**config.mk**
```make
export PLATFORM = sky130hd
export DESIGN_NAME = ex_mem_stage
export DESIGN_NICKNAME = d
export VERILOG_FILES = /design/src/rtl/ex_mem_stage.sv
export SDC_FILE = /design/constraint.sdc
export NUM_CORES = 1
export LEC_CHECK = 0
export BUFFER_PORTS_ARGS = -buffer_cell sky130_fd_sc_hd__buf_2
export CORE_MARGIN = 4
export CORE_UTILIZATION = 53
export CTS_CLUSTER_DIAMETER = 200
export DETAILED_ROUTE_END_ITERATION = 16
export PLACE_DENSITY_LB_ADDON = 0.3
export SLEW_MARGIN = 5
export SYNTH_ARGS = -nofsm -noshare
export SYNTH_HDL_FRONTEND = slang
export SYNTH_SLANG_ARGS = --single-unit
```
**constraint.sdc**
```tcl
create_clock -name clk -period 6.4 [get_ports clk]
set_input_delay 1.28 -clock clk [delete_from_list [all_inputs] [get_ports clk]]
set_output_delay 1.28 -clock clk [all_outputs]
set_load 0.01 [all_outputs]
```
**src/rtl/ex_mem_stage.sv**
```systemverilog
// EX->MEM pipeline register: resolves branches/jumps from the ALU flags, drives the fetch
// redirect, and carries result, store data and control into MEM with branch statistics.
module ex_mem_stage #(
    parameter int XLEN  = 32,
    parameter int CNT_W = 16
) (
    input  logic             clk,
    input  logic             reset,
    input  logic             valid_ex_i,
    input  logic [XLEN-1:0]  res_alu_i,
    input  logic             z_alu_i,
    input  logic             n_alu_i,
    input  logic [XLEN-1:0]  pc_ex_i,
    input  logic [XLEN-1:0]  imm_ex_i,
    input  logic             is_branch_ex_i,
    input  logic [2:0]       br_type_ex_i,
    input  logic             jal_ex_i,
    input  logic             jalr_ex_i,
    input  logic [4:0]       rd_ex_i,
    input  logic             rf_wr_en_ex_i,
    input  logic             mem_rd_ex_i,
    input  logic             mem_wr_ex_i,
    input  logic [XLEN-1:0]  store_data_ex_i,
    input  logic             stall_mem_i,
    input  logic             flush_i,
    output logic             redirect_o,
    output logic [XLEN-1:0]  redirect_pc_o,
    output logic             valid_mem_o,
    output logic [XLEN-1:0]  res_mem_o,
    output logic [XLEN-1:0]  store_data_mem_o,
    output logic [4:0]       rd_mem_o,
    output logic             rf_wr_en_mem_o,
    output logic             mem_rd_mem_o,
    output logic             mem_wr_mem_o,
    output logic             exc_mem_o,
    output logic [CNT_W-1:0] br_cnt_o,
    output logic [CNT_W-1:0] br_taken_cnt_o
);

    logic            adv;
    logic            taken;
    logic            xfer;
    logic            mis;
    logic [XLEN-1:0] target;
    logic [XLEN-1:0] link;

    // BLTU and BGEU both use n directly: the ALU inverts the flag for BGEU.
    always_comb begin
        taken = 1'b0;
        case (br_type_ex_i)
            3'b000:  taken = z_alu_i;
            3'b001:  taken = ~z_alu_i;
            3'b100:  taken = n_alu_i;
            3'b101:  taken = ~n_alu_i;
            3'b110:  taken = n_alu_i;
            3'b111:  taken = n_alu_i;
            default: taken = 1'b0;
        endcase
    end

    assign adv    = valid_ex_i & ~stall_mem_i & ~flush_i;
    assign target = jalr_ex_i ? (res_alu_i & ~XLEN'(1)) : (pc_ex_i + imm_ex_i);
    assign link   = pc_ex_i + XLEN'(4);
    assign xfer   = (is_branch_ex_i & taken) | jal_ex_i | jalr_ex_i;
    assign mis    = xfer & (target[1:0] != 2'b00);

    assign redirect_o    = ~reset & adv & xfer & ~mis;
    assign redirect_pc_o = target;

    always_ff @(posedge clk) begin
        if (reset) begin
            valid_mem_o      <= 1'b0;
            res_mem_o        <= '0;
            store_data_mem_o <= '0;
            rd_mem_o         <= '0;
            rf_wr_en_mem_o   <= 1'b0;
            mem_rd_mem_o     <= 1'b0;
            mem_wr_mem_o     <= 1'b0;
            exc_mem_o        <= 1'b0;
        end else if (flush_i || (!stall_mem_i && !valid_ex_i)) begin
            // Data fields are left alone on a kill or bubble; only the qualifiers matter.
            valid_mem_o    <= 1'b0;
            rf_wr_en_mem_o <= 1'b0;
            mem_rd_mem_o   <= 1'b0;
            mem_wr_mem_o   <= 1'b0;
            exc_mem_o      <= 1'b0;
        end else if (adv) begin
            valid_mem_o      <= 1'b1;
            res_mem_o        <= (jal_ex_i | jalr_ex_i) ? link : res_alu_i;
            store_data_mem_o <= store_data_ex_i;
            rd_mem_o         <= rd_ex_i;
            rf_wr_en_mem_o   <= rf_wr_en_ex_i & ~mis;
            mem_rd_mem_o     <= mem_rd_ex_i & ~mis;
            mem_wr_mem_o     <= mem_wr_ex_i & ~mis;
            exc_mem_o        <= mis;
        end
    end

    always_ff @(posedge clk) begin
        if (reset) begin
            br_cnt_o       <= '0;
            br_taken_cnt_o <= '0;
        end else if (adv && is_branch_ex_i) begin
            if (br_cnt_o != {CNT_W{1'b1}})
                br_cnt_o <= br_cnt_o + 1'b1;
            if (taken && (br_taken_cnt_o != {CNT_W{1'b1}}))
                br_taken_cnt_o <= br_taken_cnt_o + 1'b1;
        end
    end

endmodule
```
==> results of run 1 <==
## state kept, by name, indices dropped and copies added, names as in the netlist
| name | cells |
|---|---|
| rd_mem_o | 5 |
| valid_mem_o | 1 |
| res_mem_o | 32 |
| mem_rd_mem_o | 1 |
| mem_wr_mem_o | 1 |
| exc_mem_o | 1 |
| br_taken_cnt_o | 16 |
| br_cnt_o | 16 |
| rf_wr_en_mem_o | 1 |
| store_data_mem_o | 32 |
## cell usage in the layout, fill, tap and decap left out, types with 13 or more instances in the layout
cell,netlist,layout
buf_2,1,286
nand2_1,163,163
dfxtp_1,106,106
a21oi_1,100,100
nor2_1,97,97
o21ai_0,43,43
xor2_1,41,41
nand3_1,37,37
ha_1,34,34
inv_1,25,25
xnor2_1,24,24
a211oi_1,24,24
nand4_1,13,13
## Yosys cell counts, types with 2 or more instances
| cell | instances | area, um^2 |
|---|---|---|
| or2_2 | 3 | 18.8 |
| dfxtp_1 | 106 | 2120 |
| and2_1 | 6 | 37.5 |
| or3_2 | 2 | 15.0 |
| a311oi_1 | 4 | 35.0 |
| nand4_1 | 13 | 81.3 |
| a21boi_0 | 2 | 15.0 |
| o21ai_1 | 4 | 20.0 |
| a22oi_1 | 2 | 15.0 |
| nor3_1 | 12 | 60.1 |
| a21oi_1 | 100 | 500 |
| clkbuf_1 | 33 | 124 |
| o31a_1 | 2 | 17.5 |
| ha_1 | 34 | 425 |
| and3_1 | 11 | 68.8 |
| a32o_1 | 3 | 30.0 |
| or3_1 | 11 | 68.8 |
| o21bai_1 | 3 | 22.5 |
| a21o_1 | 12 | 90.1 |
| buf_1 | 9 | 33.8 |
| and4_1 | 6 | 52.6 |
| xor2_1 | 41 | 359 |
| a41oi_1 | 2 | 17.5 |
| nor2b_1 | 7 | 43.8 |
| nand3_1 | 37 | 185 |
| and3_2 | 3 | 22.5 |
| o31ai_1 | 11 | 82.6 |
| inv_1 | 25 | 93.8 |
| nand2_1 | 163 | 612 |
| nand2b_1 | 4 | 25.0 |
| o21a_1 | 5 | 37.5 |
| o211ai_1 | 10 | 75.1 |
| o21ai_0 | 43 | 215 |
| a31o_2 | 3 | 26.3 |
| a211oi_1 | 24 | 180 |
| nor2_1 | 97 | 364 |
| xnor2_1 | 24 | 210 |
| a31oi_1 | 3 | 18.8 |
## per-stage QoR
step / total power [W] / cell area, um^2
5_1_grt: 0.00174 / 8570
3_3_place_gp: 0.00110 / 8260
6_report: 0.00166 / 8570
4_1_cts: 0.00167 / 8570
3_5_place_dp: 0.00110 / 8260
2_1_floorplan: 0.000942 / 6740
## final cells by class
class | count | area share
sequential | 106 | 0.248
timing repair buffer | 290 | 0.171
clock buffer | 9 | 0.0263
clock inverter | 7 | 0.0102
multi-input combinational | 736 | 0.510
inverter | 25 | 0.0109
tap | 168 | 0.0245
antenna | 1 | 0.000292
## path summary, 6_finish.rpt
| path | start | to | slack (ns) |
|---|---|---|---|
| max | pc_ex_i[0] | redirect_pc_o[28] | 1.23 |
| min | store_data_mem_o[3] | store_data_mem_o[3] | 0.45 |
| min reg2reg | store_data_mem_o[3] | store_data_mem_o[3] | 0.45 |
| max reg2reg | br_taken_cnt_o[9] | br_taken_cnt_o[13] | 4.09 |
## per-layer routing
layer	wire length (um)	vias up
met1	8670	3379
li1	-	3730
met4	596	6
met2	10200	333
met5	35	-
met3	1880	51
## worst reg2reg max path: stages, from the launching register on
cell and delay (ns):
dfxtp_1 0.34, and4_1 0.21, and4_1 0.25, nand4_1 0.12, o2111a_1 0.35, nor3b_1 0.55, nand2_1 0.14, xor2_1 0.15
nor2_1 0.05
## cells by family (layout without fill, tap and decap cells)
family                     count (synthesis)  count (layout)  share of synthesized area
AOI/OAI and AO/OA                        247             247                      0.229
xor gates and xnor gates                  65              65                     0.0844
adders and majority gates                 35              35                     0.0661
buffers and inverters                     69             331                     0.0397
DFF                                      106             106                      0.315
muxes                                      2               2                    0.00315
other                                      0               1                          0
and+or+nand+nor                          387             387                      0.263
## power groups by stage
| stage | logic, W | clock network [W] | registers, W |
|---|---|---|---|
| global placement | 0.000397 | 0 | 0.000698 |
| CTS | 0.000401 | 0.000586 | 0.000684 |
| floorplan | 0.000235 | 0 | 0.000707 |
| finish | 0.000403 | 0.000575 | 0.000684 |
| detailed placement | 0.000399 | 0 | 0.000699 |
| global route | 0.000446 | 0.000610 | 0.000686 |
==> flow_metrics.py, run 1 <==
metrics = {
    "outcome": {
        "outcome": "finished, final reports clean",
    },
    "routing": {
        "routed-via-count": 7499,
        "via_per_inst": 5.59,
        "drt_iter0_drc": 519,
        "post_drt_wl_per_cell_um": 15.9,
        "drt_wl_total_um": 21400,
        "drc": 0,
        "first_pass_iters": 5,
        "antenna_left": 0,
    },
    "clock_tree": {
        "clock_path_buffers": 2,
        "cts_resized": 0,
        "clock_sinks": 106,
        "cts_buffers": 9,
        "ctsHoldBuffers": 0,
        "clock_tree.root_cell": "clkbuf_16",
        "post_cts_buffers": 0,
        "htreeDepth": 3,
        "cts_tree": "yes",
        "clk_pin_slew_worst_paths_ns": 0.08,
        "insertion_delay_ns": 0.35,
    },
    "placed_design": {
        "post-place-ws_ns": 1.26,
        "dp_hpwl_um": 16700,
        "dpl.cell_count": 1325,
        "gp_congestion": 0.944,
        "io_buffers": 287,
    },
    "sta": {
        "rsz0062_at_grt": "no",
        "setup_viol": 0,
        "fin_setup_tns_ns": 0,
        "hold_violations": 0,
        "fin_crit_ns": 5.17,
        "skew_ns": 0.00899,
        "whs_ns": 0.451,
        "max_freq_mhz": 193,
        "worst_slew_pin_slew_ns": 1.09,
        "drv_slew": 0,
        "timing.final.crit_share": 0.808,
        "slew_headroom": 0.273,
        "final.setup.worst_slack_ns": 1.23,
    },
    "setup_path": {
        "crit_family": "compound AO/OA/AOI/OAI gates",
        "cp-start-kind": "input pin",
        "cp.buffers_inverters": 3,
        "crit_path_frequent_cell": "buf_2",
        "critPathMaxFanout": 6,
        "path_depth": 13,
        "cp_data_required_time_ns": 5.12,
        "cpMaxStageDelayCell": "o211ai_1",
        "slowest_delay_ns": 0.44,
        "crit_path_cell_trace": "buf_2 > ha_1 > inv_1 > fa_1 > nor2b_1 > o31a_1 > o21ai_1 > o211ai_1 > nand3_1 > a31oi_1 > nor3_1 > o31ai_1 > buf_2",
        "worstSetupPathType": "in -> out",
        "endpoint_kind": "output pin",
        "arrival_ns": 3.89,
        "rr_worst_depth": 8,
    },
    "power_and_ir_drop": {
        "ir_worst_vdd_v": 0.000112,
        "p_int_w": 0.00115,
        "clockPowerShare": 0.346,
        "swShare": 0.307,
        "p_sw_w": 0.000510,
        "power_frac_seq": 0.411,
        "powerDensity_mw_per_mm2": 194,
        "p_leak_nw": 3.95,
        "pwr-share-comb": 0.243,
    },
    "global_route": {
        "grt_pass1_wl_um": 33100,
        "grt_pass1_vias": 6673,
        "track_usage": 0.278,
        "grt_antenna_before_repair": 4,
        "gr-usage-met3": 0.0697,
        "grt_max_degree": 92,
        "gr-max-usage-layer": "met2",
        "grt-ovfl-total": 0,
        "met1_usage": 0.346,
        "use_met2": 0.465,
    },
    "synthesis": {
        "syn-num-nets": 1095,
        "syn_area_per_cell_um2": 7.40,
        "ys_seq_area_frac": 0.315,
        "yosys_warnings": 0,
        "syn_inst": 911,
        "synth_cell_types": 69,
        "syn_area_mm2": 0.00674,
        "ys_seq_elements": 106,
        "synth-edff-count": 0,
        "synth_flop_cell": "dfxtp_1",
        "async_reset_ff_frac": 0,
    },
    "floorplanning": {
        "dieWidth_um": 121,
        "dieArea_mm2": 0.0146,
        "pin_count": 288,
        "rows": 40,
        "core_area_mm2": 0.0122,
        "die_y_um": 121,
        "initial_utilization": 0.552,
    },
    "cells_and_area": {
        "syn_to_final_growth_pct": 27.1,
        "drive_gt1_frac": 0.280,
        "nFillCells": 1098,
        "fin_nets": 1352,
        "multi_input_area_mm2": 0.00437,
        "seq_area_mm2": 0.00212,
        "final_core_util": 0.702,
        "layoutNonFillerInstCount": 1342,
    },
    "flow_run": {
        "drv_cap": 0,
    },
    "worst_hold_path": {
        "holdPathStages": 2,
        "worstHoldPathType": "reg -> reg",
    },
}
Note: power is estimated with default switching activity, not from simulation.
==> run 2, diff against run 1 <==
--- a/config.mk
+++ b/config.mk
@@ -7,7 +7,7 @@
 export LEC_CHECK = 0
 export BUFFER_PORTS_ARGS = -buffer_cell sky130_fd_sc_hd__buf_2
 export CORE_MARGIN = 4
-export CORE_UTILIZATION = 53
+export CORE_UTILIZATION = 44
 export CTS_CLUSTER_DIAMETER = 200
 export DETAILED_ROUTE_END_ITERATION = 16
 export PLACE_DENSITY_LB_ADDON = 0.3
==> constraint.sdc (replaced) <==
create_clock -name clk -period 4.4 [get_ports clk]
set_input_delay 0.88 -clock clk [delete_from_list [all_inputs] [get_ports clk]]
set_output_delay 0.88 -clock clk [all_outputs]
set_load 0.01 [all_outputs]
==> flow_metrics.py, run 2 (synthesis results as in run 1) <==
metrics = {
    "placed_design": {
        "gp_congestion": 0.917,
        "dp_hpwl_um": 17400,
        "io_buffers": 287,
    },
    "clock_tree": {
        "clk_pin_slew_worst_paths_ns": 0.07,
        "clock_tree.root_cell": "clkbuf_16",
        "cts_tree": "yes",
        "htreeDepth": 3,
        "cts_buffers": 9,
        "clock_sinks": 106,
        "clock_path_buffers": 2,
        "insertion_delay_ns": 0.36,
    },
    "floorplanning": {
        "initial_utilization": 0.457,
        "core_area_mm2": 0.0148,
        "dieWidth_um": 132,
        "rows": 44,
        "dieArea_mm2": 0.0174,
        "pin_count": 288,
        "die_y_um": 132,
    },
    "global_route": {
        "grt_max_degree": 103,
        "track_usage": 0.247,
        "grt_pass1_wl_um": 35600,
        "grt_antenna_before_repair": 4,
        "grt_pass1_vias": 7119,
        "grt-ovfl-total": 0,
    },
    "cells_and_area": {
        "final_core_util": 0.587,
        "syn_to_final_growth_pct": 28.4,
        "fin_nets": 1357,
        "drive_gt1_frac": 0.287,
        "mostFrequentLayoutCells": "buf_2 (286), nand2_1 (163), dfxtp_1 (106)",
        "final_common_cell": "buf_2",
        "top_regs": "res_mem_o: 32 flops, store_data_mem_o: 32 flops",
    },
    "routing": {
        "first_pass_iters": 5,
        "routed-via-count": 7512,
        "drt_wl_total_um": 22600,
        "antenna_left": 0,
        "via_per_inst": 5.50,
        "post_drt_wl_per_cell_um": 16.5,
        "drc": 0,
        "drt_iter0_drc": 438,
    },
    "setup_path": {
        "cp_data_required_time_ns": 3.52,
        "crit_family": "compound AO/OA/AOI/OAI gates",
        "cpMaxStageDelayCell": "ha_1",
        "endpoint_kind": "output pin",
        "cp.buffers_inverters": 2,
        "slowest_delay_ns": 0.36,
        "critPathMaxFanout": 6,
        "crit_path_cell_trace": "buf_2 > ha_1 > and3_1 > and3_1 > a32oi_2 > nand4_1 > a31o_4 > a21o_1 > o311ai_2 > o311ai_2 > buf_2",
        "cp-start-kind": "input pin",
        "arrival_ns": 3.39,
        "worstSetupPathType": "in -> out",
    },
    "sta": {
        "slew_headroom": 0.244,
        "hold_violations": 0,
        "fin_crit_ns": 4.27,
        "timing.final.crit_share": 0.970,
        "setup_viol": 0,
        "worst_slew_pin_slew_ns": 1.13,
        "skew_ns": 0.0122,
        "max_freq_mhz": 234,
        "drv_slew": 0,
        "fin_setup_tns_ns": 0,
    },
    "power_and_ir_drop": {
        "ir_worst_vdd_v": 0.000169,
        "powerDensity_mw_per_mm2": 278,
        "p_leak_nw": 3.98,
    },
    "worst_hold_path": {
        "worstHoldPathType": "reg -> reg",
    },
    "outcome": {
        "outcome": "finished, final reports clean",
    },
    "flow_run": {
        "drv_cap": 0,
    },
}
run 2: stage by stage:
stage               hold slack [ns]  setup WS, ns  std cells  area (um^2)  power, W
floorplan                     0.476         0.570        911         6740   0.00137
global placement              0.436         0.105       1344         8300   0.00160
detailed placement            0.444        0.0689       1344         8300   0.00160
CTS                           0.455        0.0685       1360         8600   0.00242
global route                  0.472      -0.00993       1364         8660   0.00253
finish                        0.451         0.131       1365         8660   0.00241
run 2: worst min-delay path, delay by kind of cell, from the launching register on:
kind,cells,cell delay [ns]
flip-flops,1,0.31
AND/OR/NAND/NOR,1,0.05
AO/OA/AOI/OAI,1,0.05
run 2: path summary, 6_finish.rpt:
| kind | start | to | slack (ns) | depth (start not counted) |
|---|---|---|---|---|
| hold reg to reg | res_mem_o[4] | res_mem_o[4] | 0.45 | 2 |
| hold / removal | res_mem_o[4] | res_mem_o[4] | 0.45 | 2 |
| setup / recovery | pc_ex_i[8] | redirect_pc_o[31] | 0.13 | 11 |
| setup reg to reg | br_taken_cnt_o[9] | br_taken_cnt_o[7] | 2.12 | 8 |
run 2: area by class of cell:
class	count	area, um^2
fillers	1406	6100
multi-input cells	736	4400
flip-flops and latches	106	2120
repair buffers	295	1500
well taps	184	230
clock buffers	9	225
inverters	25	93.8
clock inverters	7	80.1
diodes	3	7.51
run 2: where the power goes:
part | internal, W | total, W | switching, W
clock network | 0.000405 | 0.000818 | 0.000413
logic | 0.000249 | 0.000599 | 0.000350
registers | 0.000983 | 0.000995 | 0.0000119
total | 0.00164 | 0.00241 | 0.000775
run 2: repair_timing:
| action | in CTS | in global routing |
|---|---|---|
| buffers inserted | 0 | 2 |
| endpoints found under the setup margin | 0 | 6 |
| hold buffers | 0 | 0 |
| gates resized for setup | 0 | 6 |
run 2: per-layer routing:
metal  up-vias  track usage  part of all wire
li1       3744            -                 -
met1      3438        0.299              0.42
met2       283        0.435              0.48
met3        45       0.0435             0.063
met4         2        0.102             0.031
met5         -            0           0.00058
